==> src/rtl/coeff_stream_packer.sv <==
// Bit-packs 11/12/13-bit coefficients from the multiplier stream into 32-bit
// AXI-Stream words for the DMA, with a short final word flushed on in_tlast.
module coeff_stream_packer #(
    parameter int DATA_W = 13
) (
    input  logic              clk,
    input  logic              reset,
    input  logic [DATA_W-1:0] in_tdata,
    input  logic              in_tvalid,
    output logic              in_tready,
    input  logic              in_tlast,
    input  logic [1:0]        poly_q,
    output logic [31:0]       M_AXIS_tdata,
    output logic              M_AXIS_tvalid,
    input  logic              M_AXIS_tready,
    output logic              M_AXIS_tlast,
    output logic              busy
);

    localparam int ACC_W = 44;

    logic [ACC_W-1:0] acc, acc_nxt;
    logic [5:0]       cnt, cnt_nxt;
    logic             flush, flush_nxt;
    logic [3:0]       w, w_nxt, w_beat;
    logic             busy_nxt;
    logic             in_fire, out_fire;

    function automatic logic [3:0] width_of(input logic [1:0] q);
        case (q)
            2'd0:    return 4'd11;
            2'd1:    return 4'd12;
            default: return 4'd13;
        endcase
    endfunction

    function automatic logic [ACC_W-1:0] place(input logic [DATA_W-1:0] d,
                                               input logic [3:0]        wd,
                                               input logic [5:0]        pos);
        logic [ACC_W-1:0] mask;
        mask = (ACC_W'(1) << wd) - ACC_W'(1);
        return (ACC_W'(d) & mask) << pos;
    endfunction

    assign in_tready = (cnt < 6'd32) && !flush && !reset;
    assign in_fire   = in_tvalid && in_tready;
    assign out_fire  = M_AXIS_tvalid && M_AXIS_tready;

    // The first beat of a packet uses poly_q directly; later beats reuse the latched width.
    assign w_beat = busy ? w : width_of(poly_q);

    always_comb begin
        acc_nxt   = acc;
        cnt_nxt   = cnt;
        flush_nxt = flush;
        w_nxt     = w;
        busy_nxt  = busy;
        if (in_fire) begin
            acc_nxt  = acc | place(in_tdata, w_beat, cnt);
            cnt_nxt  = cnt + {2'b00, w_beat};
            w_nxt    = w_beat;
            busy_nxt = 1'b1;
            if (in_tlast)
                flush_nxt = 1'b1;
        end else if (out_fire) begin
            if (M_AXIS_tlast) begin
                acc_nxt   = '0;
                cnt_nxt   = '0;
                flush_nxt = 1'b0;
                busy_nxt  = 1'b0;
            end else begin
                acc_nxt = acc >> 32;
                cnt_nxt = (cnt >= 6'd32) ? cnt - 6'd32 : 6'd0;
            end
        end
    end

    // Output word is registered from next state, so it appears one cycle after
    // the completing beat and holds still while the sink stalls.
    always_ff @(posedge clk) begin
        if (reset) begin
            acc           <= '0;
            cnt           <= '0;
            flush         <= 1'b0;
            w             <= 4'd13;
            busy          <= 1'b0;
            M_AXIS_tdata  <= '0;
            M_AXIS_tvalid <= 1'b0;
            M_AXIS_tlast  <= 1'b0;
        end else begin
            acc           <= acc_nxt;
            cnt           <= cnt_nxt;
            flush         <= flush_nxt;
            w             <= w_nxt;
            busy          <= busy_nxt;
            M_AXIS_tdata  <= acc_nxt[31:0];
            M_AXIS_tvalid <= (cnt_nxt >= 6'd32) || (flush_nxt && (cnt_nxt != 6'd0));
            M_AXIS_tlast  <= flush_nxt && (cnt_nxt <= 6'd32);
        end
    end

endmodule

==> config.mk <==
export PLATFORM = sky130hd
export DESIGN_NAME = coeff_stream_packer
export DESIGN_NICKNAME = d
export VERILOG_FILES = /design/src/rtl/coeff_stream_packer.sv
export SDC_FILE = /design/constraint.sdc
export NUM_CORES = 1
export LEC_CHECK = 0
export CAP_MARGIN = 20
export CORE_MARGIN = 5
export CORE_UTILIZATION = 52
export CTS_BUF_LIST = sky130_fd_sc_hd__clkbuf_4
export DETAILED_ROUTE_END_ITERATION = 6
export HOLD_SLACK_MARGIN = 0.08
export PLACE_DENSITY = 0.86
export SETUP_SLACK_MARGIN = 0.3
export SYNTH_ARGS = -nofsm -noshare
export SYNTH_HDL_FRONTEND = slang
export SYNTH_SLANG_ARGS = --single-unit
==> constraint.sdc <==
create_clock -name clk -period 2.9 [get_ports clk]
set_clock_uncertainty 0.2 [all_clocks]
set_input_delay 0.58 -clock clk [delete_from_list [all_inputs] [get_ports clk]]
set_output_delay 0.58 -clock clk [all_outputs]
set_load 0.05 [all_outputs]
---- After elaboration in Yosys (flattened, before gate mapping) ----
Index checks and enable logic that the tools add are counted.
word-level totals
  output and inout port bits .............. 36
  bits of input ports ..................... 20
  register bits ........................... 58
operators by class
  bitwise operators ....................... 2
  shift-type cells ........................ 2
  muxes and demuxes ....................... 16
  eq/ne operators ......................... 1
  magnitude comparators ................... 4
  add/sub/neg operators ................... 3
  reduce and logical (&&, ||, !) cells .... 14
operators by type and width
  cell                     count
  $mux W44                 2
  $and A13 B44 Y44         1
  $or A44 B44 Y44          1
  $shl A1 B4 Y44 const A   1
  $shl A44 B6 Y44          1
  $sub A44 B2 Y44 const B  1
  $mux W6                  4
  $ge A6 B6 Y1 const B     2
  $mux W12                 1
  $mux W1                  7
  $add A6 B4 Y6            1
  $le A6 B6 Y1 const B     1
  $logic_and A1 B1 Y1      6
  $lt A6 B6 Y1 const B     1
  $pmux W3 S2              1
  $reduce_bool A6 Y1       1
  $sub A6 B6 Y6 const B    1
  $mux W4                  1
  $reduce_bool A2 Y1       2
  $eq A2 B1 Y1 const B     1
  $logic_not A1 Y1         2
  $logic_not A2 Y1         1
  $reduce_and A2 Y1        1
  $logic_or A1 B1 Y1       1

---- Longest topological paths before layout ----
Gate-level depths: netlist of the first run.
  word-level depth ........................ 9
  depth in mapped cells ................... 14
  depth with buffers taken out ............ 12

---- Worst setup path before layout of the first run ----
No wires, ideal clock.
  path kind ............................... register to register
  from .................................... register busy
  to ...................................... register acc[19]
  setup slack ............................. -642 ps
  stages on the path, launching flop included .. 13
  data arrival time ....................... 3263 ps
  setup time .............................. 79 ps
  cells stage by stage .................... dfxtp_1 -> buf_4 -> nor3b_1 -> nand3b_1 -> ha_1 -> buf_2 -> or4b_1 -> a211oi_1 -> a21o_1 -> a22oi_1 -> a211o_1 -> o31a_1 -> o211ai_1
between the ends
  word-level cells in the longest chain between the ends .. 7
ends and longest elaborated chain
  item                      line  source
  start: declaration        17    output logic busy
  start signal: assignment  95    busy <= busy_nxt;
  $mux W4                   50    assign w_beat = busy ? w : width_of(poly_q);
  $shl A1 B4 Y44            41    mask = (ACC_W'(1) << wd) - ACC_W'(1);
  $sub A44 B2 Y44           41
  $and A13 B44 Y44          42    return (ACC_W'(d) & mask) << pos;
  $shl A44 B6 Y44           42
  $or A44 B44 Y44           59    acc_nxt = acc | place(in_tdata, w_beat, cnt);
  $mux W44                  58    if (in_fire) begin
  end signal: assignment    91    acc <= acc_nxt;
  end: declaration          22    logic [ACC_W-1:0] acc, acc_nxt;
Every way passes these cells.
A chain may end at the register's enable or synchronous reset.

---- Worst setup path after layout of the first run ----
  from .................................... register w[3]
  to ...................................... register acc[33]
between the ends
  word-level cells in the longest chain between the ends .. 7
ends and longest elaborated chain
  item                      line  source
  start: declaration        25    logic [3:0] w, w_nxt, w_beat;
  start signal: assignment  94    w <= w_nxt;
  $mux W4                   50
  $shl A1 B4 Y44            41
  $sub A44 B2 Y44           41
  $and A13 B44 Y44          42
  $shl A44 B6 Y44           42
  $or A44 B44 Y44           59
  $mux W44                  58
Every way passes these cells.

==> run_results.csv, run 1 <==
group,metric,value,unit
run_status,status,"finished with violations",
run_status,violations,"setup timing",
worst_setup_path,crit_required,3000,ps
logic_synthesis,synth_top_area_share,0.282,
worst_setup_path,start_kind,"flip-flop",
layout,multiInputGateArea,2780,um^2
die,coreArea,7730,um^2
die,die_y,98.9,um
clocking,clk_pin_slew,120,ps
logic_synthesis,syn_nets,576,
logic_synthesis,yosysSeqAreaShare,0.282,
clocking,cts_buffer_depth,2,
logic_synthesis,ys_types,67,
routing,drtIter0Drc,478,
global_routing,grt_overflow,0,
worst_setup_path,crit_fanout,7,
global_routing,use_met2,0.431,
worst_setup_path,cp-end-kind,"flip-flop",
timing,fin_crit_sh,1.03,
min_path,hold_class,"reg2reg",
worst_setup_path,slowest_stage,"a22oi_2",
global_routing,antenna_found_initial,0,
routing,firstDrtPassIters,6,
global_routing,globalRoute.busiestLayer,"met2",
routing,ant_nets,0,
layout,fillerInstances,618,
clocking,cts_buffers,9,
worst_setup_path,crit_buf_inv,2,
logic_synthesis,avgSynthCellArea,7.48,um^2
timing,worst_slack,-76.1,ps
clocking,cts.sinks,58,
worst_setup_path,critPathMostFrequentCell,"o21ai_0",
flow_run,max_cap_viol_count,0,
global_routing,grt_use_met1,0.352,
layout,diodes,0,
routing,totalWireLength,13.6,mm
routing,viasPerCell,6.33,
clocking,tritoncts,"done",
global_routing,grtUsageMet3,0.0602,
logic_synthesis,synth_seq_cells,58,
layout,drive_gt1_frac,0.246,
place,portBuffers,55,
worst_setup_path,cpLargestDelayFamily,"compound AO/OA/AOI/OAI gates",
logic_synthesis,synthArstFlopShare,0,
global_routing,gr-usage-all-layers,0.269,
layout,seq_area,1170,um^2
power,p_leak,0.00200,uW
timing,max_freq,336,MHz
die,num_rows,32,
timing,slew_violations,0,
worst_setup_path,cp_cell_sequence,"nor3b_4 > nand3b_1 > ha_2 > buf_4 > buf_12 > o21ai_0 > a211oi_2 > a21o_1 > a22oi_2 > o21ai_1 > a311oi_2 > o21ai_0",
worst_setup_path,crit_path_max_incr_delay,380,ps
logic_synthesis,yosysTopAreaCell,"dfxtp_1",
place,gp_congestion,0.931,
timing,finalHoldViolCount,0,
clocking,h-tree-depth,3,
timing,fin_crit,2980,ps
die,io_pins,56,
clocking,cts-root-buf,"clkbuf_4",
worst_setup_path,cp.arrival,3080,ps
global_routing,grt_pass1_vias,4381,
power,p_per_area,451,nW/um^2
place,dp_hpwl,9.72,mm
die,start_util,0.532,
logic_synthesis,synth_edf_count,0,
place,dp.cells,689,
logic_synthesis,yosys.cell_count.top_type,"dfxtp_1",
layout,fin_nets,635,
routing,routedWlPerCell,19.1,um
clocking,clock_latency,420,ps
layout,final_cells,716,
die,die_area,9790,um^2
logic_synthesis,syn-instance-count,550,
global_routing,grt_max_degree,31,
logic_synthesis,synthTopCellsByCount,"dfxtp_1, nand2_1, nor2_1, a21oi_1, o21ai_0",
clocking,postCtsHoldBufs,0,
timing,worstMarginPinSlew,548,ps
timing,maxSlewHeadroom,0.632,
logic_synthesis,ys.flop_type,"dfxtp_1",
global_routing,grt_pass1_wl,21.7,mm
logic_synthesis,syn_area,4110,um^2
power,peakVddDrop,0.305,mV
timing,whs,248,ps
logic_synthesis,synthTopCellsByArea,"dfxtp_1, buf_4, a21oi_1",
routing,via_count,4535,
worst_setup_path,crit_type,"reg2reg",
routing,drc_errors,0,
logic_synthesis,ys_warn_count,0,
layout,area_growth,30.9,%
die,die_w,98.9,um
timing,rsz0062_at_grt,"true",
timing,setup_violations,7,
## cells in the final DEF, fill, tap and decap left out, drive strengths merged, types with 14 or more instances in the layout
cell type / instances
clkdlybuf4s50: 50
nor3: 17
a21oi: 45
nand3: 15
nand2: 49
nor2: 47
inv: 14
dfxtp: 58
o21ai: 39
buf: 68
## sequential cells by signal, summed over array words and instances, names as in the netlist
signal,cells
busy,1
acc,44
flush,1
M_AXIS_tvalid,1
w,4
cnt,6
M_AXIS_tlast,1
## logic make-up (layout without fill, tap and decap cells)
logic type | count (synthesis) | count (layout) | synth area share
buffers and inverters | 88 | 152 | 0.115
adders and majority gates | 6 | 6 | 0.0201
muxes | 12 | 12 | 0.0301
xor gates and xnor gates | 4 | 4 | 0.00852
DFF | 58 | 58 | 0.282
AOI/OAI and AO/OA | 185 | 185 | 0.300
and+or+nand+nor | 197 | 197 | 0.244
## timing repair
action	in CTS	in global routing
setup endpoints to repair	42	45
cloned	0	1
buffers inserted	4	5
pin swaps	28	11
gates resized for setup	52	30
## worst min-delay path: cells and delay by family, from the launching register on
family           cells  cell delay, ps
DFF                  1             320
and+or+nand+nor      2              90
## report_power, final
part | switching (uW) | internal (uW) | total (uW)
Clock | 359 | 261 | 619
Sequential | 41.1 | 839 | 880
Combinational | 551 | 379 | 930
Total | 950 | 1480 | 2430
## area by class of cell
| class | instances | area share |
|---|---|---|
| clock buffers | 9 | 0.0125 |
| clock inverters | 7 | 0.0128 |
| inverters | 13 | 0.00906 |
| multi-input cells | 404 | 0.517 |
| flip-flops and latches | 58 | 0.217 |
| well taps | 102 | 0.0237 |
| repair buffers | 123 | 0.208 |
## final timing paths
check        endpoint     from  slack, ps  cells after the start
max           acc[33]     w[3]        -80                     12
min           acc[22]  acc[22]        250                      2
max reg2reg   acc[33]     w[3]        -80                     12
min reg2reg   acc[22]  acc[22]        250                      2
## through the flow
stage               setup slack, ps  utilization  power, uW  instance area, um^2  TNS (ps)
global placement               -256        0.628       1690                 4850      -746
finish                        -76.1        0.697       2430                 5380      -234
CTS                            17.5        0.674       2370                 5210         0
global route                   -227        0.697       2520                 5380     -4500
detailed placement             -351        0.628       1710                 4850     -1460
floorplan                     -68.1            -       1440                 4180      -311
## layer usage
layer	routed length (um)	vias up
met4	374	0
met1	5460	2142
met5	0	-
met3	1270	43
met2	6540	240
li1	-	2110
Note: power is estimated with default switching activity, not from simulation.
==> run 2: changes to the inputs <==
--- a/config.mk
+++ b/config.mk
@@ -9,9 +9,11 @@
 export CORE_MARGIN = 5
 export CORE_UTILIZATION = 52
 export CTS_BUF_LIST = sky130_fd_sc_hd__clkbuf_4
+export CTS_CLUSTER_SIZE = 16
 export DETAILED_ROUTE_END_ITERATION = 6
 export HOLD_SLACK_MARGIN = 0.08
 export PLACE_DENSITY = 0.86
+export RECOVER_POWER = 50
 export SETUP_SLACK_MARGIN = 0.3
 export SYNTH_ARGS = -nofsm -noshare
 export SYNTH_HDL_FRONTEND = slang
==> run_results.csv, run 2 (synthesis results as in run 1) <==
group,metric,value,unit
routing,drc_errors,0,
layout,diodes,0,
worst_setup_path,critPathMostFrequentCell,"o21ai_0",
power,seqPwrFrac,0.364,
power,p_per_area,451,nW/um^2
die,die_w,98.9,um
global_routing,grt_pass1_vias,4381,
timing,setup_violations,8,
worst_setup_path,crit_path_max_incr_delay,400,ps
timing,worst_slack,-103,ps
global_routing,grt_pass1_wl,21.7,mm
layout,fin_nets,635,
worst_setup_path,cp_cell_sequence,"nor3b_4 > nand3b_1 > ha_2 > buf_4 > buf_12 > o21ai_0 > a211oi_2 > a21o_1 > a22oi_2 > o21ai_1 > a311oi_2 > o21ai_0",
routing,drtIter0Drc,463,
die,start_util,0.532,
routing,viasPerCell,6.40,
timing,fin_crit_sh,1.04,
die,coreArea,7730,um^2
routing,ant_nets,0,
timing,whs,245,ps
routing,totalWireLength,13.6,mm
run_status,status,"finished with violations",
timing,worstMarginPinSlew,596,ps
clocking,cts_buffer_depth,2,
layout,final_cells,716,
global_routing,grt_max_degree,31,
worst_setup_path,cp-end-kind,"flip-flop",
routing,dr_wl_met3,1.31,mm
die,die_area,9790,um^2
clocking,h-tree-depth,3,
timing,max_freq,333,MHz
clocking,cts-root-buf,"clkbuf_4",
routing,routedWlPerCell,19.0,um
power,p_switching,945,uW
worst_setup_path,crit_type,"reg2reg",
layout,fillerInstances,626,
layout,drive_gt1_frac,0.239,
die,die_y,98.9,um
worst_setup_path,crit_fanout,7,
timing,fin_crit,3000,ps
layout,final_cell_mix,"buf_4, dfxtp_1, nand2_1",
global_routing,antenna_found_initial,0,
routing,routed.top_layer,"met4",
layout,multiInputGateArea,2770,um^2
worst_setup_path,slowest_stage,"a22oi_2",
clocking,tritoncts,"done",
timing,tns,-343,ps
power,comb_power_share,0.380,
place,gp_congestion,0.931,
power,p_leak,0.00202,uW
global_routing,grt_overflow,0,
timing,rsz0062_at_grt,"true",
layout,largestRegisters,"acc: 44 flops, cnt: 6 flops, w: 4 flops",
layout,area_growth,30.1,%
clocking,cts.sinks,58,
clocking,postCtsHoldBufs,0,
worst_setup_path,crit_buf_inv,2,
power,peakVddDrop,0.304,mV
clocking,clk_pin_slew,110,ps
die,num_rows,32,
power,p_sw_frac,0.392,
die,io_pins,56,
clocking,cts_buffers,9,
flow_run,max_cap_viol_count,0,
worst_setup_path,start_kind,"flip-flop",
timing,finalHoldViolCount,0,
layout,seq_area,1170,um^2
power,pwr-share-clk,0.256,
clocking,clock_latency,420,ps
worst_setup_path,cp.arrival,3110,ps
power,internal_power,1470,uW
place,dp.cells,689,
place,portBuffers,55,
timing,maxSlewHeadroom,0.603,
worst_setup_path,cpLargestDelayFamily,"compound AO/OA/AOI/OAI gates",
layout,largest_register_ffs,44,
global_routing,gr-usage-all-layers,0.269,
power,finalPower,2410,uW
min_path,hold_class,"reg2reg",
timing,slew_violations,0,
run_status,violations,"setup timing",
layout,regMostFlops,"acc",
routing,met2_length,6.54,mm
routing,via_count,4585,
routing,wl_met1,5.42,mm
place,dp_hpwl,9.72,mm
routing,firstDrtPassIters,6,
worst_setup_path,crit_required,3010,ps
layout,final_common_cell,"buf_4",
place,dpl_worst_slack,-351,ps
-- run 2: final timing paths --
path                start       to  slack (ps)  cells past startpoint
setup / recovery     w[3]  acc[33]        -100                     12
hold / removal    acc[22]  acc[22]         250                      2
setup reg to reg     w[3]  acc[33]        -100                     12
hold reg to reg   acc[22]  acc[22]         250                      2
-- run 2: power groups by stage --
stage / sequential [uW] / combinational [uW] / clock [uW]
floorplan: 891 / 549 / 0
global placement: 893 / 798 / 0
detailed placement: 896 / 813 / 0
CTS: 878 / 872 / 621
global route: 883 / 974 / 647
finish: 878 / 918 / 618
-- run 2: cell type report --
type | instances | share of cell area
clock buffer | 9 | 0.0126
clock inverter | 7 | 0.0129
inverter | 13 | 0.00912
multi-input combinational | 404 | 0.517
sequential | 58 | 0.218
tap | 102 | 0.0238
timing repair buffer | 123 | 0.206
-- run 2: per-layer routing --
layer | up-vias | track usage
met1 | 2167 | 0.352
met5 | - | 0
met2 | 257 | 0.431
met3 | 46 | 0.0602
li1 | 2115 | -
met4 | 0 | 0.105
-- run 2: metrics by stage --
step | utilization | cell area, um^2
2_1_floorplan | - | 4180
3_3_place_gp | 0.628 | 4850
3_5_place_dp | 0.628 | 4850
4_1_cts | 0.674 | 5210
5_1_grt | 0.693 | 5350
6_report | 0.693 | 5350
-- run 2: what timing repair did --
item                                    4_1_cts  5_1_grt
endpoints found under the setup margin       42       45
pin swaps                                    28       11
setup buffers                                 4        5
cloned                                        0        1
resized for setup                            52       30
-- run 2: worst min-delay path, cell delays in order, from the launching register on --
cell and delay (ps):
dfxtp_1 320, nand2_1 50, nand2_1 40
